`src/rtl/multi_alarm_clock_pkg.sv`:
```
// Shared types for the multi-alarm 24-hour clock: alarm FSM states,
// the BCD HH:MM record and the entry-validity check.
package multi_alarm_clock_pkg;

    typedef enum logic [1:0] {
        IDLE    = 2'd0,
        RINGING = 2'd1,
        SNOOZED = 2'd2
    } alarm_state_t;

    typedef struct packed {
        logic [3:0] ms_hour;
        logic [3:0] ls_hour;
        logic [3:0] ms_minute;
        logic [3:0] ls_minute;
    } bcd_time_t;

    localparam int MAX_HOUR = 23;
    localparam int MAX_MIN  = 59;

    function automatic logic time_valid(input bcd_time_t t);
        int hh;
        int mm;
        hh = int'(t.ms_hour) * 10 + int'(t.ls_hour);
        mm = int'(t.ms_minute) * 10 + int'(t.ls_minute);
        return (t.ls_hour <= 4'd9) && (t.ls_minute <= 4'd9) &&
               (hh <= MAX_HOUR) && (mm <= MAX_MIN);
    endfunction

endpackage

```
`src/rtl/multi_alarm_clock_if.sv`:
```
// Keypad/button inputs and display/buzzer outputs of the alarm clock.
// master = debouncer/display side, slave = the clock itself.
interface multi_alarm_clock_if #(
    parameter int AW = 2
);
    import multi_alarm_clock_pkg::*;

    logic [3:0]    key;
    logic          key_valid;
    logic          time_button;
    logic          alarm_button;
    logic [AW-1:0] alarm_sel;
    logic          alarm_disable;
    logic          show_alarm;
    logic          fast_watch;
    logic          stop_alarm;
    logic          snooze;
    logic [3:0]    ms_hour;
    logic [3:0]    ls_hour;
    logic [3:0]    ms_minute;
    logic [3:0]    ls_minute;
    logic          alarm_sound;
    logic [AW-1:0] alarm_id;
    logic          entry_err;
    alarm_state_t  alarm_state;

    modport master (
        output key, key_valid, time_button, alarm_button, alarm_sel,
               alarm_disable, show_alarm, fast_watch, stop_alarm, snooze,
        input  ms_hour, ls_hour, ms_minute, ls_minute, alarm_sound,
               alarm_id, entry_err, alarm_state
    );

    modport slave (
        input  key, key_valid, time_button, alarm_button, alarm_sel,
               alarm_disable, show_alarm, fast_watch, stop_alarm, snooze,
        output ms_hour, ls_hour, ms_minute, ls_minute, alarm_sound,
               alarm_id, entry_err, alarm_state
    );

endinterface

```
`src/rtl/multi_alarm_clock_bcd_time_counter.sv`:
```
// Prescaler, seconds and BCD HH:MM counter with a load port.
// minute_tick marks the edge on which HH:MM advances (never on a load edge).
module bcd_time_counter
    import multi_alarm_clock_pkg::*;
#(
    parameter int CLKS_PER_SEC = 256
) (
    input  logic      clk,
    input  logic      reset_n,
    input  logic      fast_watch,
    input  logic      load,
    input  bcd_time_t load_time,
    output bcd_time_t cur_time,
    output logic      minute_tick
);
    localparam int PW = $clog2(CLKS_PER_SEC);

    logic [PW-1:0] presc;
    logic [5:0]    sec;
    logic          sec_tick;
    bcd_time_t     next_time;

    assign sec_tick    = (presc == PW'(CLKS_PER_SEC - 1));
    assign minute_tick = sec_tick && (fast_watch || sec == 6'd59) && !load;

    always_comb begin
        next_time = cur_time;
        if (cur_time.ls_minute != 4'd9) begin
            next_time.ls_minute = cur_time.ls_minute + 4'd1;
        end else begin
            next_time.ls_minute = 4'd0;
            if (cur_time.ms_minute != 4'd5) begin
                next_time.ms_minute = cur_time.ms_minute + 4'd1;
            end else begin
                next_time.ms_minute = 4'd0;
                // 23 -> 00 must be caught before the generic ls_hour carry
                if (cur_time.ms_hour == 4'd2 && cur_time.ls_hour == 4'd3) begin
                    next_time.ms_hour = 4'd0;
                    next_time.ls_hour = 4'd0;
                end else if (cur_time.ls_hour == 4'd9) begin
                    next_time.ls_hour = 4'd0;
                    next_time.ms_hour = cur_time.ms_hour + 4'd1;
                end else begin
                    next_time.ls_hour = cur_time.ls_hour + 4'd1;
                end
            end
        end
    end

    always_ff @(posedge clk) begin
        if (!reset_n) begin
            presc    <= '0;
            sec      <= 6'd0;
            cur_time <= '0;
        end else if (load) begin
            presc    <= '0;
            sec      <= 6'd0;
            cur_time <= load_time;
        end else begin
            presc <= sec_tick ? '0 : presc + PW'(1);
            if (sec_tick) begin
                if (fast_watch || sec == 6'd59) sec <= 6'd0;
                else                            sec <= sec + 6'd1;
            end
            if (minute_tick) cur_time <= next_time;
        end
    end

endmodule

```
`src/rtl/multi_alarm_clock.sv`:
```
// 24-hour clock with NUM_ALARMS alarm slots, ring timeout and stop control.
// Define SNOOZE_EN to build the snooze path and the SNOOZED state.
module multi_alarm_clock
    import multi_alarm_clock_pkg::*;
#(
    parameter int NUM_ALARMS   = 4,
    parameter int CLKS_PER_SEC = 256,
    parameter int RING_MIN     = 1,
    parameter int SNOOZE_MIN   = 5
) (
    input logic                clk,
    input logic                reset_n,
    multi_alarm_clock_if.slave bus
);
    localparam int AW = (NUM_ALARMS > 1) ? $clog2(NUM_ALARMS) : 1;

    bcd_time_t               buffer;
    bcd_time_t               cur_time;
    bcd_time_t               shown;
    bcd_time_t               slot_time [NUM_ALARMS];
    logic [NUM_ALARMS-1:0]   slot_en;
    logic                    time_q, alarm_q, time_req, alarm_req;
    logic                    buf_ok, sel_ok, key_err, load_err;
    logic                    do_time_load, do_alarm_load;
    logic                    minute_tick, eval_r, entry_err_r;
    logic                    match_hit;
    logic [AW-1:0]           match_idx, alarm_id_r;
    logic [5:0]              ring_cnt;
    alarm_state_t            state, next_state;

    assign buf_ok        = time_valid(buffer);
    assign sel_ok        = (int'(bus.alarm_sel) < NUM_ALARMS);
    assign key_err       = bus.key_valid && (bus.key > 4'd9);
    // A simultaneous time press takes priority; the alarm press is dropped
    assign do_time_load  = time_req && buf_ok;
    assign do_alarm_load = alarm_req && !time_req && buf_ok && sel_ok;
    assign load_err      = (time_req && !buf_ok) ||
                           (alarm_req && !time_req && !(buf_ok && sel_ok));

    bcd_time_counter #(.CLKS_PER_SEC(CLKS_PER_SEC)) u_counter (
        .clk         (clk),
        .reset_n     (reset_n),
        .fast_watch  (bus.fast_watch),
        .load        (do_time_load),
        .load_time   (buffer),
        .cur_time    (cur_time),
        .minute_tick (minute_tick)
    );

    always_ff @(posedge clk) begin
        if (!reset_n) begin
            time_q      <= 1'b0;
            alarm_q     <= 1'b0;
            time_req    <= 1'b0;
            alarm_req   <= 1'b0;
            eval_r      <= 1'b0;
            entry_err_r <= 1'b0;
            buffer      <= '0;
            slot_en     <= '0;
            for (int i = 0; i < NUM_ALARMS; i++) slot_time[i] <= '0;
        end else begin
            time_q      <= bus.time_button;
            alarm_q     <= bus.alarm_button;
            time_req    <= bus.time_button && !time_q;
            alarm_req   <= bus.alarm_button && !alarm_q;
            eval_r      <= minute_tick || do_time_load;
            entry_err_r <= key_err || load_err;
            if (bus.key_valid && bus.key <= 4'd9)
                buffer <= {buffer.ls_hour, buffer.ms_minute, buffer.ls_minute, bus.key};
            if (do_alarm_load) begin
                slot_time[bus.alarm_sel] <= buffer;
                slot_en[bus.alarm_sel]   <= 1'b1;
            end else if (bus.alarm_disable && sel_ok) begin
                slot_en[bus.alarm_sel]   <= 1'b0;
            end
        end
    end

    // Descending scan so the lowest-index matching slot is the one kept
    always_comb begin
        match_hit = 1'b0;
        match_idx = '0;
        for (int i = NUM_ALARMS - 1; i >= 0; i--) begin
            if (slot_en[i] && slot_time[i] == cur_time) begin
                match_hit = 1'b1;
                match_idx = AW'(i);
            end
        end
    end

`ifdef SNOOZE_EN
    logic [5:0] snooze_cnt;
`else
    logic unused_snooze;
    assign unused_snooze = bus.snooze ^ (SNOOZE_MIN == 0);
`endif

    always_ff @(posedge clk) begin
        if (!reset_n) state <= IDLE;
        else          state <= next_state;
    end

    always_comb begin
        next_state = state;
        case (state)
            IDLE:    if (eval_r && match_hit) next_state = RINGING;
            RINGING: begin
                if (bus.stop_alarm || ring_cnt == 6'd0) next_state = IDLE;
`ifdef SNOOZE_EN
                else if (bus.snooze)                    next_state = SNOOZED;
`endif
            end
`ifdef SNOOZE_EN
            SNOOZED: begin
                if (bus.stop_alarm)            next_state = IDLE;
                else if (snooze_cnt == 6'd0)   next_state = RINGING;
            end
`endif
            default: next_state = IDLE;
        endcase
    end

    always_comb begin
        bus.alarm_sound = (state == RINGING);
        bus.alarm_state = state;
        bus.alarm_id    = alarm_id_r;
        bus.entry_err   = entry_err_r;
    end

    always_ff @(posedge clk) begin
        if (!reset_n) begin
            ring_cnt   <= 6'd0;
            alarm_id_r <= '0;
`ifdef SNOOZE_EN
            snooze_cnt <= 6'd0;
`endif
        end else begin
            if (state == IDLE && next_state == RINGING) alarm_id_r <= match_idx;
            if (state != RINGING && next_state == RINGING)
                ring_cnt <= 6'(RING_MIN);
            else if (state == RINGING && minute_tick && ring_cnt != 6'd0)
                ring_cnt <= ring_cnt - 6'd1;
`ifdef SNOOZE_EN
            if (state == RINGING && next_state == SNOOZED)
                snooze_cnt <= 6'(SNOOZE_MIN);
            else if (state == SNOOZED && minute_tick && snooze_cnt != 6'd0)
                snooze_cnt <= snooze_cnt - 6'd1;
`endif
        end
    end

    always_comb begin
        shown = cur_time;
        if (bus.show_alarm && sel_ok) shown = slot_time[bus.alarm_sel];
    end

    assign bus.ms_hour   = shown.ms_hour;
    assign bus.ls_hour   = shown.ls_hour;
    assign bus.ms_minute = shown.ms_minute;
    assign bus.ls_minute = shown.ls_minute;

endmodule

```
`src/flat_wrapper.sv`:
```
// flat-port wrapper written by rule: the top's interface ports become plain ports
module multi_alarm_clock_flat import multi_alarm_clock_pkg::*;
#(
    parameter int NUM_ALARMS   = 4,
    parameter int CLKS_PER_SEC = 256,
    parameter int RING_MIN     = 1,
    parameter int SNOOZE_MIN   = 5
)
  (clk, reset_n, bus_key, bus_key_valid, bus_time_button, bus_alarm_button, bus_alarm_sel, bus_alarm_disable, bus_show_alarm, bus_fast_watch, bus_stop_alarm, bus_snooze, bus_ms_hour, bus_ls_hour, bus_ms_minute, bus_ls_minute, bus_alarm_sound, bus_alarm_id, bus_entry_err, bus_alarm_state);
  multi_alarm_clock_if #(.AW((2))) bus_i ();
  input logic clk;
  input logic reset_n;
  input wire logic [$bits(bus_i.key)-1:0] bus_key;
  input wire logic [$bits(bus_i.key_valid)-1:0] bus_key_valid;
  input wire logic [$bits(bus_i.time_button)-1:0] bus_time_button;
  input wire logic [$bits(bus_i.alarm_button)-1:0] bus_alarm_button;
  input wire logic [$bits(bus_i.alarm_sel)-1:0] bus_alarm_sel;
  input wire logic [$bits(bus_i.alarm_disable)-1:0] bus_alarm_disable;
  input wire logic [$bits(bus_i.show_alarm)-1:0] bus_show_alarm;
  input wire logic [$bits(bus_i.fast_watch)-1:0] bus_fast_watch;
  input wire logic [$bits(bus_i.stop_alarm)-1:0] bus_stop_alarm;
  input wire logic [$bits(bus_i.snooze)-1:0] bus_snooze;
  output wire logic [$bits(bus_i.ms_hour)-1:0] bus_ms_hour;
  output wire logic [$bits(bus_i.ls_hour)-1:0] bus_ls_hour;
  output wire logic [$bits(bus_i.ms_minute)-1:0] bus_ms_minute;
  output wire logic [$bits(bus_i.ls_minute)-1:0] bus_ls_minute;
  output wire logic [$bits(bus_i.alarm_sound)-1:0] bus_alarm_sound;
  output wire logic [$bits(bus_i.alarm_id)-1:0] bus_alarm_id;
  output wire logic [$bits(bus_i.entry_err)-1:0] bus_entry_err;
  output wire logic [$bits(bus_i.alarm_state)-1:0] bus_alarm_state;
  assign bus_i.key = bus_key;
  assign bus_i.key_valid = bus_key_valid;
  assign bus_i.time_button = bus_time_button;
  assign bus_i.alarm_button = bus_alarm_button;
  assign bus_i.alarm_sel = bus_alarm_sel;
  assign bus_i.alarm_disable = bus_alarm_disable;
  assign bus_i.show_alarm = bus_show_alarm;
  assign bus_i.fast_watch = bus_fast_watch;
  assign bus_i.stop_alarm = bus_stop_alarm;
  assign bus_i.snooze = bus_snooze;
  assign bus_ms_hour = bus_i.ms_hour;
  assign bus_ls_hour = bus_i.ls_hour;
  assign bus_ms_minute = bus_i.ms_minute;
  assign bus_ls_minute = bus_i.ls_minute;
  assign bus_alarm_sound = bus_i.alarm_sound;
  assign bus_alarm_id = bus_i.alarm_id;
  assign bus_entry_err = bus_i.entry_err;
  assign bus_alarm_state = bus_i.alarm_state;
  multi_alarm_clock #(.NUM_ALARMS(NUM_ALARMS), .CLKS_PER_SEC(CLKS_PER_SEC), .RING_MIN(RING_MIN), .SNOOZE_MIN(SNOOZE_MIN)) u_core (.clk(clk), .reset_n(reset_n), .bus(bus_i));
endmodule
```
`config.mk`:
```
export PLATFORM = sky130hd
export DESIGN_NAME = multi_alarm_clock_flat
export DESIGN_NICKNAME = d
export VERILOG_FILES = /design/src/rtl/multi_alarm_clock_pkg.sv /design/src/rtl/multi_alarm_clock_if.sv /design/src/rtl/multi_alarm_clock_bcd_time_counter.sv /design/src/rtl/multi_alarm_clock.sv /design/src/flat_wrapper.sv
export SDC_FILE = /design/constraint.sdc
export NUM_CORES = 1
export LEC_CHECK = 0
export CAP_MARGIN = 30
export CORE_UTILIZATION = 39
export DETAILED_ROUTE_END_ITERATION = 8
export MAX_ROUTING_LAYER = met4
export SETUP_SLACK_MARGIN = 0.02
export SLEW_MARGIN = 20
export SYNTH_ARGS = -nofsm -noshare
export SYNTH_HDL_FRONTEND = slang
export SYNTH_HIERARCHICAL = 1
export SYNTH_SLANG_ARGS = --single-unit
```
`constraint.sdc`:
```
create_clock -name clk -period 5.5 [get_ports clk]
set_clock_uncertainty 0.15 [all_clocks]
set_input_delay 0.55 -clock clk [delete_from_list [all_inputs] [get_ports clk]]
set_output_delay 0.55 -clock clk [all_outputs]
set_load 0.02 [all_outputs]
```
* After elaboration in Yosys (flattened, before gate mapping)
Memory sizes are Yosys's and may differ from the RTL's.
Index checks and enable logic that the tools add are counted.
** Cells by class
- Order comparisons :: 8
- Reductions and logical operators :: 49
- Bitwise gates (word level) :: 4
- Add/subtract/negate cells :: 9
- Eq/ne operators :: 16
- Multiplexer cells :: 35
- Multipliers :: 2
** Operator list (count)
- adder 32 x 5 -> 32 bit :: 2
- equality test 16 bit :: 4
- 2-to-1 mux 16 bit :: 4
- less-or-equal comparator 32 x 6 -> 1 bit, second input constant :: 1
- less-or-equal comparator 32 x 7 -> 1 bit, second input constant :: 1
- logical AND 1 bit :: 25
- 2-to-1 mux 4 bit :: 6
- adder 4 x 1 -> 4 bit, second input constant :: 4
- 2-to-1 mux 8 bit :: 2
- OR reduction 16 bit :: 1
- multiplier 4 x 3 -> 7 bit, second input constant :: 2
- 2-to-1 mux 2 bit :: 7
- less-or-equal comparator 4 bit, second input constant :: 3
- 2-to-1 mux 1 bit :: 12
- 2-to-1 mux 12 bit :: 1
- adder 8 x 1 -> 8 bit, second input constant :: 1
- equality test 4 x 2 -> 1 bit, second input constant :: 2
- equality test 8 bit, second input constant :: 1
- adder 6 x 1 -> 6 bit, second input constant :: 1
- equality test 6 bit, second input constant :: 1
- logical NOT 6 bit :: 1
- 2-to-1 mux 6 bit :: 1
- inequality test 2 x 1 -> 1 bit, second input constant :: 3
- nonzero test 2 bit :: 3
- other kinds (24) :: 34
** Storage, ports and cells
- Logic and storage cells :: 145
- Bits in registers :: 66
- Bits of input ports :: 16
- RAM bits :: 64
- Memories kept :: 1
** Memories
- u_core.slot_time :: depth 4, bits a word 16, rd ports 5, clocked after memory_dff 0, write ports 4, RTL line multi_alarm_clock.sv:20 : bcd_time_t slot_time [NUM_ALARMS];

* Longest topological paths before layout
An unclocked memory read counts as a cell.
- Word-level depth :: 13
- Mapped depth :: 15

* Cells and area by module
The synthesis kept the hierarchy.
** By module, submodules not included
- multi_alarm_clock :: area an instance 6072.1 µm², cells each 546, instances 1, seq. area each 2642.5 µm²
- bcd_time_counter :: area an instance 1654.1 µm², cells each 202, instances 1, seq. area each 600.6 µm²

* Worst setup path before layout
Ideal clock, no wire load.
- Path kind :: register to register
- Start point :: reg u_core/buffer[5] (netlist name)
- End point :: mem u_core/slot_time[3][0] (netlist name), enable pin
- Cell stages (with the launch flop) :: 9
- Path slack :: 639 ps
- Library setup time :: 435 ps
- Arrival time :: 4276 ps
- Cells stage by stage :: dfxtp_1 -> ha_1 -> ha_1 -> fa_1 -> nor4bb_1 -> and4_1 -> nor3_1 -> or4b_4 -> o41ai_1
** RTL lines
- start: declaration :: RTL line multi_alarm_clock.sv:17 : bcd_time_t buffer;
- start signal: assignment :: RTL line multi_alarm_clock.sv:69 : buffer <= {buffer.ls_hour, buffer.ms_minute, buffer.ls_minute, bus.key};
- end: declaration :: RTL line multi_alarm_clock.sv:20

==> impl_metrics.csv <==
group,metric,value,unit
outcome,outcome,"completed",
synthesis,synth-edff-count,64,
cts,clock_sinks,130,
pwr,vdd.ir_drop.worst,0.154,mV
global_routing,grt_max_degree,53,
cts,cts.path.max_buffers,2,
global_routing,grt_pass1_wl,32100,um
finish,fin_util,0.457,
global_routing,antenna_found_initial,0,
global_routing,track_usage,0.220,
finish,final_nets,808,
synthesis,synth_area_leaders,"edfxtp_1 25%, dfxtp_1 17%, xor2_1 6.8%",
run,maxCapViolCount,0,
drt,first_pass_iters,5,
setup_path,cp_data_required_time,5.47,ns
global_routing,grt_pass1_vias,5556,
hold_path,hold_start,"u_core/alarm_q$_SDFF_PN0_",
sta,timing.final.ws_setup,0.845,ns
sta,tightest_slew,0.893,ns
floorplan,fp.coreArea,19500,um^2
pwr,comb_power_share,0.117,
placement,dp_slack,0.883,ns
finish,syn2layout_area_growth,15.0,%
synthesis,syn_inst,748,
synthesis,synth_top_area_share,0.249,
sta,period_share,0.846,
setup_path,end_kind,"flop",
placement,hpwl,14500,um
synthesis,synth-seq-cells,130,
drt,drt-initial-drc-count,349,
setup_path,path_delay_family,"simple AND/OR/NAND/NOR gates",
synthesis,ys.flop_type,"dfxtp_1",
synthesis,yosysTopAreaCell,"edfxtp_1",
drt,vias,5714,
sta,drv_slew,0,
synthesis,seq_area_frac_synth,0.420,
synthesis,syn_area,7730,um^2
global_routing,globalRouteOverflowTotal,0,
drt,post-route-drc-count,0,
sta,rsz0062_at_grt,"false",
finish,diodes,0,
drt,wire_per_inst,19.5,um
sta,post-route-min-period,4.66,ns
cts,h-tree-depth,4,
pwr,p_leak,3.16,nW
sta,relSlewSlack,0.404,
sta,hold_violations,0,
floorplan,io_pins,38,
synthesis,yosys_warnings,6,
hold_path,whs_path_depth,1,
setup_path,path_buf_inv,1,
pwr,power_density,277,nW/um^2
pwr,p_int,1.85,mW
placement,gp_congestion,0.859,
sta,hold_slack,0.232,ns
setup_path,worstReg2RegStart,"u_core/buffer[5]$_SDFFE_PN0P_",
sta,tns,0,ns
synthesis,synthTopCellsByCount,"66 x dfxtp_1, 64 x edfxtp_1, 64 x nand2_1",
synthesis,ys_types,66,
drt,antenna_left,0,
placement,place_area,8300,um^2
drt,drt-total-wl,20400,um
cts,cts_buffers,17,
floorplan,start_util,0.397,
sta,fmax,215,MHz
synthesis,syn_avg_cell_area,10.3,um^2
cts,ctsResizeCount,0,
hold_path,hp-class,"reg2reg",
cts,cts_tree,"yes",
pwr,seqPwrFrac,0.444,
floorplan,die_w,143,um
setup_path,worst_r2r_endpoint,"u_core/slot_time[1][0]$_SDFFCE_PN0P_",
setup_path,worstPathMaxFanout,20,
pwr,switching_share,0.250,
synthesis,async_reset_ff_frac,0,
cts,cts.clk_slew.worst_paths,0.05,ns
setup_path,rr_worst_depth,10,
pwr,pwr-share-clk,0.440,
drt,vias_per_cell,5.47,
synthesis,synth_most_common_cell,"dfxtp_1",
floorplan,num_rows,51,
setup_path,cp_common_cell,"ha_1",
setup_path,slowest_stage,"or4_4",
finish,design_area,8890,um^2
cts,postCtsHoldBufs,0,
setup_path,rrSetupSlack,0.84,ns
setup_path,max_stage_delay,0.71,ns
sta,setup_viol,0,
pwr,p_switching,615,uW
cts,cts_root_buf,"clkbuf_16",
setup_path,path_cells,"ha_1 -> ha_1 -> fa_1 -> nor4bb_1 -> and4_1 -> nor3_1 -> or4b_4 -> or4_4 -> o21ai_1 -> buf_12",
setup_path,arrival,4.63,ns
setup_path,critPathLaunchType,"flop",
synthesis,synth_fp_nets,789,
finish,drive_above_1_share,0.169,
cts,clock_latency,0.42,ns
cts,cts_setup_buffers,0,
floorplan,die_area,20400,um^2
floorplan,fp.dieH,143,um
placement,io_buffers,36,
hold_path,hold_end,"u_core/alarm_req$_SDFF_PN0_",
setup_path,crit_type,"reg2reg",
## sequential cells by signal (all words and copies together), names as in the netlist, 2 cells and up, named ones only
name                       cells
u_core/buffer                 16
u_core/bus.alarm_id            2
u_core/bus.alarm_state         2
u_core/ring_cnt                6
u_core/slot_time              64
u_core/u_counter/cur_time     16
u_core/u_counter/presc         8
u_core/u_counter/sec           6
## cells in the final DEF (no fill, tap or decap), types with 7 or more instances in the layout
master	netlist	final
dfxtp_1	66	66
nand2_1	64	64
edfxtp_1	64	64
xor2_1	60	60
nor2_1	41	41
inv_1	36	36
clkdlybuf4s50_1	0	34
nor3_2	32	33
a21oi_1	32	32
xnor2_1	29	29
o21ai_0	27	27
nor4_1	26	26
ha_1	21	21
clkbuf_16	0	18
mux4_2	16	16
mux2_2	16	16
nor4_2	16	16
nand4_1	11	11
buf_4	1	11
nor3_1	11	10
nand3_1	9	9
o211ai_1	8	8
clkbuf_8	0	7
a31oi_1	7	7
and3_1	7	7
## per-layer routing
| layer | up-vias | part of all wire | track usage | wire [um] |
|---|---|---|---|---|
| met1 | 2787 | 0.46 | 0.289 | 9420 |
| met4 | 0 | 0.014 | 0.0656 | 289 |
| met2 | 141 | 0.48 | 0.348 | 9670 |
| met5 | - | 0 | - | 0 |
| li1 | 2766 | - | - | - |
| met3 | 20 | 0.048 | 0.0372 | 970 |
## cell type report
cell class / count / area, um^2
fill: 1856 / 10600
clock buffer: 28 / 558
timing repair buffer: 50 / 492
tap: 265 / 332
inverter: 36 / 135
multi-input combinational: 532 / 4110
sequential: 130 / 3240
clock inverter: 3 / 16.3
## power by group through the flow
| stage | registers, mW | clock network, mW | logic, mW |
|---|---|---|---|
| 2_1_floorplan | 1.09 | 0 | 0.199 |
| 3_5_place_dp | 1.11 | 0 | 0.283 |
| 4_1_cts | 1.09 | 1.10 | 0.285 |
| 6_report | 1.09 | 1.08 | 0.287 |
| 5_1_grt | 1.10 | 1.14 | 0.309 |
| 3_3_place_gp | 1.11 | 0 | 0.280 |
## worst max path at each step
stage,start,to,slack [ns],cells after the start
after floorplan,u_core/buffer[5]$_SDFFE_PN0P_,u_core/slot_time[3][0]$_DFFE_PP_,0.64,8
after global placement,u_core/buffer[5]$_SDFFE_PN0P_,u_core/slot_time[1][0]$_SDFFCE_PN0P_,0.92,10
after detailed placement,u_core/buffer[5]$_SDFFE_PN0P_,u_core/slot_time[1][0]$_SDFFCE_PN0P_,0.88,10
after CTS,u_core/buffer[5]$_SDFFE_PN0P_,u_core/slot_time[1][0]$_SDFFCE_PN0P_,0.87,10
after global routing,u_core/buffer[7]$_SDFFE_PN0P_,u_core/slot_time[1][4]$_SDFFCE_PN0P_,0.66,10
final,u_core/buffer[5]$_SDFFE_PN0P_,u_core/slot_time[1][0]$_SDFFCE_PN0P_,0.84,10
## logic make-up (layout without fill, tap and decap cells)
| logic type | after synthesis | after routing | share of synthesized area |
|---|---|---|---|
| AND/OR/NAND/NOR | 268 | 268 | 0.219 |
| adder cells (fa/ha/maj) | 25 | 25 | 0.0444 |
| AO/OA/AOI/OAI | 116 | 116 | 0.0938 |
| buffers and inverters | 86 | 117 | 0.0502 |
| other | 1 | 1 | 0.000485 |
| XOR/XNOR | 89 | 89 | 0.101 |
| multiplexers | 33 | 33 | 0.0713 |
| flip-flops | 130 | 130 | 0.420 |
## stage by stage
step	std cells	power [mW]
CTS	1043	2.48
detailed placement	1012	1.40
floorplan	748	1.29
global placement	1011	1.39
finish	1044	2.46
global route	1044	2.55
Note: power is estimated with default switching activity, not from simulation.
